===== src/rtl/sbox_sched_pkg.sv =====
// ============================================================================
// sbox_sched_pkg : shared constants and FSM state type for the S-box word scheduler
// Rev 1.0
// ============================================================================
`default_nettype none

package sbox_sched_pkg;

    localparam int NBYTES        = 4;
    localparam int IDX_W         = 2;
    localparam int BITS_PER_BYTE = 8;

    localparam logic [IDX_W-1:0] LAST_IDX = IDX_W'(NBYTES - 1);

    typedef enum logic [1:0] {
        IDLE  = 2'd0,
        FEED  = 2'd1,
        DRAIN = 2'd2,
        DONE  = 2'd3
    } state_t;

endpackage

`default_nettype wire


===== src/rtl/sbox_tok_pipe.sv =====
// ============================================================================
// sbox_tok_pipe : free-running {valid, idx} shift line matching the S-box depth
// Rev 1.0
// ============================================================================
`default_nettype none

module sbox_tok_pipe #(
    parameter int OUT_LAT = 4,
    parameter int IDX_W   = 2
) (
    input  logic             clk,
    input  logic             rst_n,
    input  logic             tok_valid_i,
    input  logic [IDX_W-1:0] tok_idx_i,
    output logic             tok_valid_o,
    output logic [IDX_W-1:0] tok_idx_o
);

    logic [OUT_LAT-1:0]            vld_q;
    logic [OUT_LAT-1:0][IDX_W-1:0] idx_q;

    // Advances every cycle: the S-box it shadows has no enable.
    always_ff @(posedge clk or negedge rst_n) begin
        if (!rst_n) begin
            vld_q <= '0;
            idx_q <= '0;
        end else begin
            vld_q[0] <= tok_valid_i;
            idx_q[0] <= tok_idx_i;
            for (int s = 1; s < OUT_LAT; s++) begin
                vld_q[s] <= vld_q[s-1];
                idx_q[s] <= idx_q[s-1];
            end
        end
    end

    assign tok_valid_o = vld_q[OUT_LAT-1];
    assign tok_idx_o   = idx_q[OUT_LAT-1];

endmodule

`default_nettype wire


===== src/rtl/sbox_word_sched.sv =====
// ============================================================================
// sbox_word_sched : feeds one masked 32-bit word bytewise through a shared S-box
// Rev 1.0
// ============================================================================
`default_nettype none

module sbox_word_sched
    import sbox_sched_pkg::*;
#(
    parameter int D       = 2,
    parameter int OUT_LAT = 4
) (
    input  logic                              clk,
    input  logic                              rst_n,
    input  logic                              in_valid,
    output logic                              in_ready,
    input  logic [BITS_PER_BYTE*NBYTES*D-1:0] in_data,
    output logic                              out_valid,
    input  logic                              out_ready,
    output logic [BITS_PER_BYTE*NBYTES*D-1:0] out_data,
    output logic [BITS_PER_BYTE*D-1:0]        sb_in,
    input  logic [BITS_PER_BYTE*D-1:0]        sb_out,
    input  logic                              rnd_valid,
    output logic                              rnd_ready,
    output logic                              busy
);

    localparam int BYTE_W = BITS_PER_BYTE * D;
    localparam int WORD_W = NBYTES * BYTE_W;

    state_t              state_q;
    logic [IDX_W-1:0]    cnt_q;
    logic [WORD_W-1:0]   word_q;
    logic [WORD_W-1:0]   out_data_q;
    logic [WORD_W-1:0]   out_data_d;
    logic                in_ready_q;
    logic                out_valid_q;
    logic                busy_q;

    logic                inject;
    logic                cap_valid;
    logic [IDX_W-1:0]    cap_idx;

    assign inject    = (state_q == FEED) && rnd_valid;
    assign rnd_ready = inject;
    // Idle S-box slots see all-zero shares so no stale mask toggles the datapath.
    assign sb_in     = inject ? word_q[int'(cnt_q)*BYTE_W +: BYTE_W] : '0;

    sbox_tok_pipe #(
        .OUT_LAT (OUT_LAT),
        .IDX_W   (IDX_W)
    ) u_tok_pipe (
        .clk         (clk),
        .rst_n       (rst_n),
        .tok_valid_i (inject),
        .tok_idx_i   (cnt_q),
        .tok_valid_o (cap_valid),
        .tok_idx_o   (cap_idx)
    );

    always_comb begin
        out_data_d = out_data_q;
        if (cap_valid) begin
            out_data_d[int'(cap_idx)*BYTE_W +: BYTE_W] = sb_out;
        end
    end

    always_ff @(posedge clk or negedge rst_n) begin
        if (!rst_n) begin
            out_data_q <= '0;
        end else begin
            out_data_q <= out_data_d;
        end
    end

    always_ff @(posedge clk or negedge rst_n) begin
        if (!rst_n) begin
            state_q     <= IDLE;
            cnt_q       <= '0;
            word_q      <= '0;
            in_ready_q  <= 1'b1;
            out_valid_q <= 1'b0;
            busy_q      <= 1'b0;
        end else begin
            case (state_q)
                IDLE: begin
                    if (in_valid) begin
                        state_q    <= FEED;
                        cnt_q      <= '0;
                        word_q     <= in_data;
                        in_ready_q <= 1'b0;
                        busy_q     <= 1'b1;
                    end
                end
                FEED: begin
                    if (inject) begin
                        cnt_q <= cnt_q + 1'b1;
                        if (cnt_q == LAST_IDX) begin
                            state_q <= DRAIN;
                        end
                    end
                end
                DRAIN: begin
                    // Byte order is preserved, so the last index is the last capture.
                    if (cap_valid && (cap_idx == LAST_IDX)) begin
                        state_q     <= DONE;
                        out_valid_q <= 1'b1;
                    end
                end
                DONE: begin
                    if (out_ready) begin
                        state_q     <= IDLE;
                        out_valid_q <= 1'b0;
                        in_ready_q  <= 1'b1;
                        busy_q      <= 1'b0;
                    end
                end
                default: begin
                    state_q <= IDLE;
                end
            endcase
        end
    end

    assign in_ready  = in_ready_q;
    assign out_valid = out_valid_q;
    assign out_data  = out_data_q;
    assign busy      = busy_q;

endmodule

`default_nettype wire


===== config.mk =====
export PLATFORM = sky130hd
export DESIGN_NAME = sbox_word_sched
export DESIGN_NICKNAME = d
export VERILOG_FILES = /design/src/rtl/sbox_sched_pkg.sv /design/src/rtl/sbox_tok_pipe.sv /design/src/rtl/sbox_word_sched.sv
export SDC_FILE = /design/constraint.sdc
export NUM_CORES = 1
export LEC_CHECK = 0
export BUFFER_PORTS_ARGS = -buffer_cell sky130_fd_sc_hd__buf_2
export CORE_ASPECT_RATIO = 0.6
export CORE_MARGIN = 10
export CORE_UTILIZATION = 35
export DETAILED_ROUTE_END_ITERATION = 10
export GPL_ROUTABILITY_DRIVEN = 0
export PLACE_DENSITY = 0.67
export SYNTH_ARGS = -nofsm -noshare
export SYNTH_HDL_FRONTEND = slang
export SYNTH_HIERARCHICAL = 1
export SYNTH_SLANG_ARGS = --single-unit

===== constraint.sdc =====
create_clock -name clk -period 3.8 [get_ports clk]
set_input_delay 0.95 -clock clk [delete_from_list [all_inputs] [get_ports clk]]
set_output_delay 0.95 -clock clk [all_outputs]
set_load 0.05 [all_outputs]

**Yosys cells after proc, flatten, opt, wreduce, memory -nomap -nowiden**

Index checks and enable logic that the tools add are counted.

- Word-level logic and storage cells: 57
- Register bits: 147

- Mux-type cells: 19
- Shift-type cells: 3
- Equality and inequality tests: 10
- Reduce and logical (&&, ||, !) cells: 11
- $add $sub $neg: 2

Operators by type and width:

| cell | number |
|---|---|
| $bwmux 64 | 1 |
| $shift 16x33->64 const A | 1 |
| $shiftx 16x33->64 | 1 |
| $shiftx 64x7->16 | 1 |
| $neg 6->33 | 1 |
| $mux 16 | 1 |
| $mux 2 | 7 |
| $reduce_and 3->1 | 3 |
| $eq 2x2->1 const B | 4 |
| $ne 2x2->1 const B | 4 |
| $pmux 2 s4 | 1 |
| $pmux 1 s2 | 3 |
| $reduce_bool 2->1 | 3 |
| $mux 1 | 5 |
| $reduce_and 5->1 | 1 |
| $pmux 2 s2 | 1 |
| $add 2x1->2 const B | 1 |
| $eq 2x1->1 const B | 1 |
| $logic_and 1x1->1 | 2 |
| $logic_not 2->1 | 1 |
| $ne 2x1->1 const B | 1 |
| $reduce_and 2->1 | 1 |

**Logic depth before layout (Yosys ltp)**

- Depth in word-level cells: 4
- Depth in mapped cells: 9
- Mapped depth without buffers: 6

**Cells and area by module**

Netlist, hierarchy kept.

Modules (own cells, without submodules):

| module | times used | cells an instance | sequential area each (um2) | area each (um2) |
|---|---|---|---|---|
| sbox_word_sched | 1 | 380 | 3379.5 | 5689.2 |
| sbox_tok_pipe | 1 | 14 | 300.3 | 315.3 |

**Worst setup path before layout**

No wires, ideal clock.

- Path kind: input to output
- Start point: input rnd_valid
- End point: output sb_in[10]
- Stages on the path: 3
- Setup slack: 0.667 ns
- Arrival time: 2.183 ns
- Data required time: 2.850 ns
- Cell sequence: and2_1 clkbuf_1 and2_1

- Word-level cells in the longest chain between the ends: 2

RTL lines:

| element | RTL line | RTL |
|---|---|---|
| start, declared | sbox_word_sched.sv:23 | `input logic rnd_valid,` |
| $logic_and 1x1->1 | sbox_word_sched.sv:44 | `assign inject = (state_q == FEED) && rnd_valid;` |
| net rnd_ready | sbox_word_sched.sv:24 | `output logic rnd_ready,` |
| $mux 16 | sbox_word_sched.sv:47 | `assign sb_in = inject ? word_q[int'(cnt_q)*BYTE_W +: BYTE_W] : '0;` |
| end, declared | sbox_word_sched.sv:21 | `output logic [BITS_PER_BYTE*D-1:0] sb_in,` |

The timed path passes the listed nets, and every way through them passes these cells.

**Worst setup path in the final report**

- Start point: register cnt_q[0]
- End point: output sb_in[7]

- Word-level cells in the longest chain between the ends: 2

RTL lines:

| element | RTL line | RTL |
|---|---|---|
| start, declared | sbox_word_sched.sv:32 | `logic [IDX_W-1:0] cnt_q;` |
| start signal, assigned | sbox_word_sched.sv:97 | `cnt_q <= cnt_q + 1'b1;` |
| $shiftx 64x7->16 | sbox_word_sched.sv:47 |  |
| $mux 16 | sbox_word_sched.sv:47 |  |

No other way between the ends.

==> run_results.csv <==
group,metric,value,unit
status,status,"finished clean",
yosys,ys_async_sr_fraction,100.0,%
clock_network,cts_buffers,17,
timing,hold_violations,0,
yosys,ys_seq_area_share,61.28,%
global_route,busiest_layer,"met2",
clock_network,cts-htree-levels,4,
clock_network,postCtsSetupBuffers,0,
clock_network,path_clk_slew,60,ps
worst_setup_path,worstPathCellList,"buf_12, mux4_2, and2_1, buf_2",
yosys,yosys.area.top_type_share,60.85,%
yosys,synth.distinct_cells,34,
floorplanning,rows,36,
clock_network,root_buffer,"clkbuf_16",
clock_network,cts_resized,0,
worst_setup_path,cp.required,2850,ps
routing,routed_wl,16690,um
global_route,met1_usage,18.90,%
cells_and_area,final_cells,806,
global_route,grt_overflow,0,
placement,dp_slack,967.0,ps
yosys,synth_flop_cell,"dfrtp_1",
timing,relSlewSlack,12.13,%
timing,finalSetupTns,0,ps
clock_network,hold_buffers,0,
yosys,synth_area,0.006005,mm2
worst_hold_path,hold_class,"flop to flop",
yosys,synthCells,394,
worst_setup_path,cp.arrival,2240,ps
global_route,grt_pass1_vias,4505,
timing,finClkSkew,13.79,ps
routing,dr.pass1.iters,4,
global_route,grt_max_degree,92,
worst_setup_path,end_kind,"primary output",
floorplanning,coreArea,0.01653,mm2
timing,grt_setup_unrepaired,"false",
clock_network,clock_sinks,147,
pwr,power.density,789.4,mW/mm2
global_route,gr-usage-all-layers,14.48,%
timing,tightestPinTransition,1311,ps
floorplanning,io_pins,169,
worst_setup_path,cp_top_family,"flip-flops",
yosys,post-synth-top-count-cell,"dfrtp_1",
routing,dr.first_iter.drc_count,356,
clock_network,clkLatencyLatePin,410,ps
cells_and_area,drive_gt1_share,50.52,%
timing,fin_ws,608.7,ps
yosys,yosysWarnings,6,
yosys,syn-num-nets,490,
pwr,p_leak,3.806,nW
global_route,grt_pass1_wl,26210,um
placement,placed_cells,772,
job,cap_violations,0,
cells_and_area,area_growth_syn_to_layout,28.23,%
routing,avgRoutedWirePerCell,20.71,um
timing,period_needed,3191,ps
yosys,yosysTopAreaCell,"dfrtp_1",
pwr,power,6.078,mW
timing,finalCritPeriodShare,83.98,%
worst_setup_path,startpoint_type,"flop",
yosys,synth-seq-cells,147,
worst_setup_path,crit_fanout,13,
yosys,avgSynthCellArea,15.24,um2
cells_and_area,final_core_util,46.58,%
yosys,yosys-top-cells-count,"dfrtp_1 (146), a22o_1 (65), mux2_2 (65), and2_1 (17), mux4_2 (16)",
routing,drt_drc_violations_left,0,
worst_setup_path,critPathBufInv,2,
routing,num_vias,4058,
clock_network,cts_tree,"built",
placement,place_hpwl,12390,um
yosys,synthTopCellsByArea,"dfrtp_1 (61%), mux2_2 (12%), a22o_1 (9.5%)",
routing,antenna_left,0,
floorplanning,dieArea,0.02297,mm2
floorplanning,start_util,36.32,%
worst_setup_path,max_stage_delay,690,ps
pwr,vdd_drop_max,0.3118,mV
cells_and_area,fin_nets,659,
timing,finalSetupViolCount,0,
floorplanning,chipHeight,121.5,um
worst_setup_path,crit_slowest_cell,"dfrtp_1",
global_route,use_met2,22.85,%
timing,drv_slew,0,
timing,fmax,313.4,MHz
clock_network,clockBufferDepth,2,
worst_setup_path,criticalPathCategory,"flop to primary output",
placement,portBuffers,168,
global_route,antenna_found_initial,2,
routing,viasPerCell,5.035,
yosys,synth-edff-count,0,
global_route,grtUsageMet3,4.334,%
floorplanning,die_w,189.1,um
==> layout make-up <==
| class | instances | area, um2 |
|---|---|---|
| multi-input cells | 217 | 2167 |
| clock buffers | 20 | 456.7 |
| inverters | 6 | 22.52 |
| well taps | 228 | 285.3 |
| diodes | 2 | 5.005 |
| fillers | 1482 | 8831 |
| repair buffers | 174 | 929.6 |
| flip-flops and latches | 147 | 3680 |
| clock inverters | 12 | 153.9 |
==> sequential cells by signal (all words and copies together), names as in the netlist <==
name and flops:
u_tok_pipe/vld_q 4, busy 1, out_valid 1, out_data 64, cnt_q 2, state_q 2, in_ready 1, u_tok_pipe/idx_q 6
u_tok_pipe/tok_idx_o 2, word_q 64
==> metal layers <==
layer	share of wire [%]	wire length, um	vias to the layer above
met3	4.8	800	8
met2	49	8180	89
met5	0.072	12	-
li1	-	-	1807
met1	46	7617	2152
met4	0.47	79	2
==> worst paths after layout <==
check / cells past startpoint / start / slack (ps) / endpoint
max: 4 / cnt_q[0]$_DFFE_PN0P_ / 610 / sb_in[7]
min: 0 / u_tok_pipe/idx_q[2]$_DFF_PN0_ / 350 / u_tok_pipe/idx_q[4]$_DFF_PN0_
max reg2reg: 5 / u_tok_pipe/tok_idx_o[0]$_DFF_PN0_ / 1490 / out_data[3]$_DFFE_PN0P_
min reg2reg: 0 / u_tok_pipe/idx_q[2]$_DFF_PN0_ / 350 / u_tok_pipe/idx_q[4]$_DFF_PN0_
max in group asynchronous: 2 / rst_n / 2360 / out_data[36]$_DFFE_PN0P_
min in group asynchronous: 1 / rst_n / 600 / out_data[10]$_DFFE_PN0P_
==> per-stage QoR <==
stage               hold WS (ps)  cell area, um2
floorplan                  331.2            6005
global placement           336.0            7084
detailed placement         340.3            7084
CTS                        351.6            7695
global route               352.4            7697
finish                     349.3            7700
==> cells by family after synthesis <==
logic type | Yosys count | synth area share, %
AND/OR/NAND/NOR | 47 | 4.688
buffers and inverters | 30 | 2.667
adder cells (fa/ha/maj) | 11 | 2.292
AO/OA/AOI/OAI | 77 | 10.71
multiplexers | 82 | 18.36
flip-flops | 147 | 61.28
==> power breakdown <==
part           switching (mW)  internal (mW)
clock network           0.663           1.07
registers               0.310           2.07
logic                    1.09          0.874
total                    2.06           4.02
==> placed cells by master (no fill, tap or decap), types with 2 or more instances in the layout <==
cell type / instances
inv_6: 2
a22o_1: 65
and2_1: 17
buf_2: 167
nor3_2: 2
nand2_1: 11
buf_12: 3
ha_1: 11
a21oi_1: 4
diode_2: 2
dfrtp_1: 146
inv_1: 6
clkinv_2: 3
mux2_2: 65
clkbuf_16: 17
mux4_2: 16
clkbuf_8: 2
nand2b_1: 3
nor2_1: 3
bufinv_16: 3
clkinvlp_4: 3
o21ai_0: 3
buf_4: 3
Power figures use the tool's default switching activity.
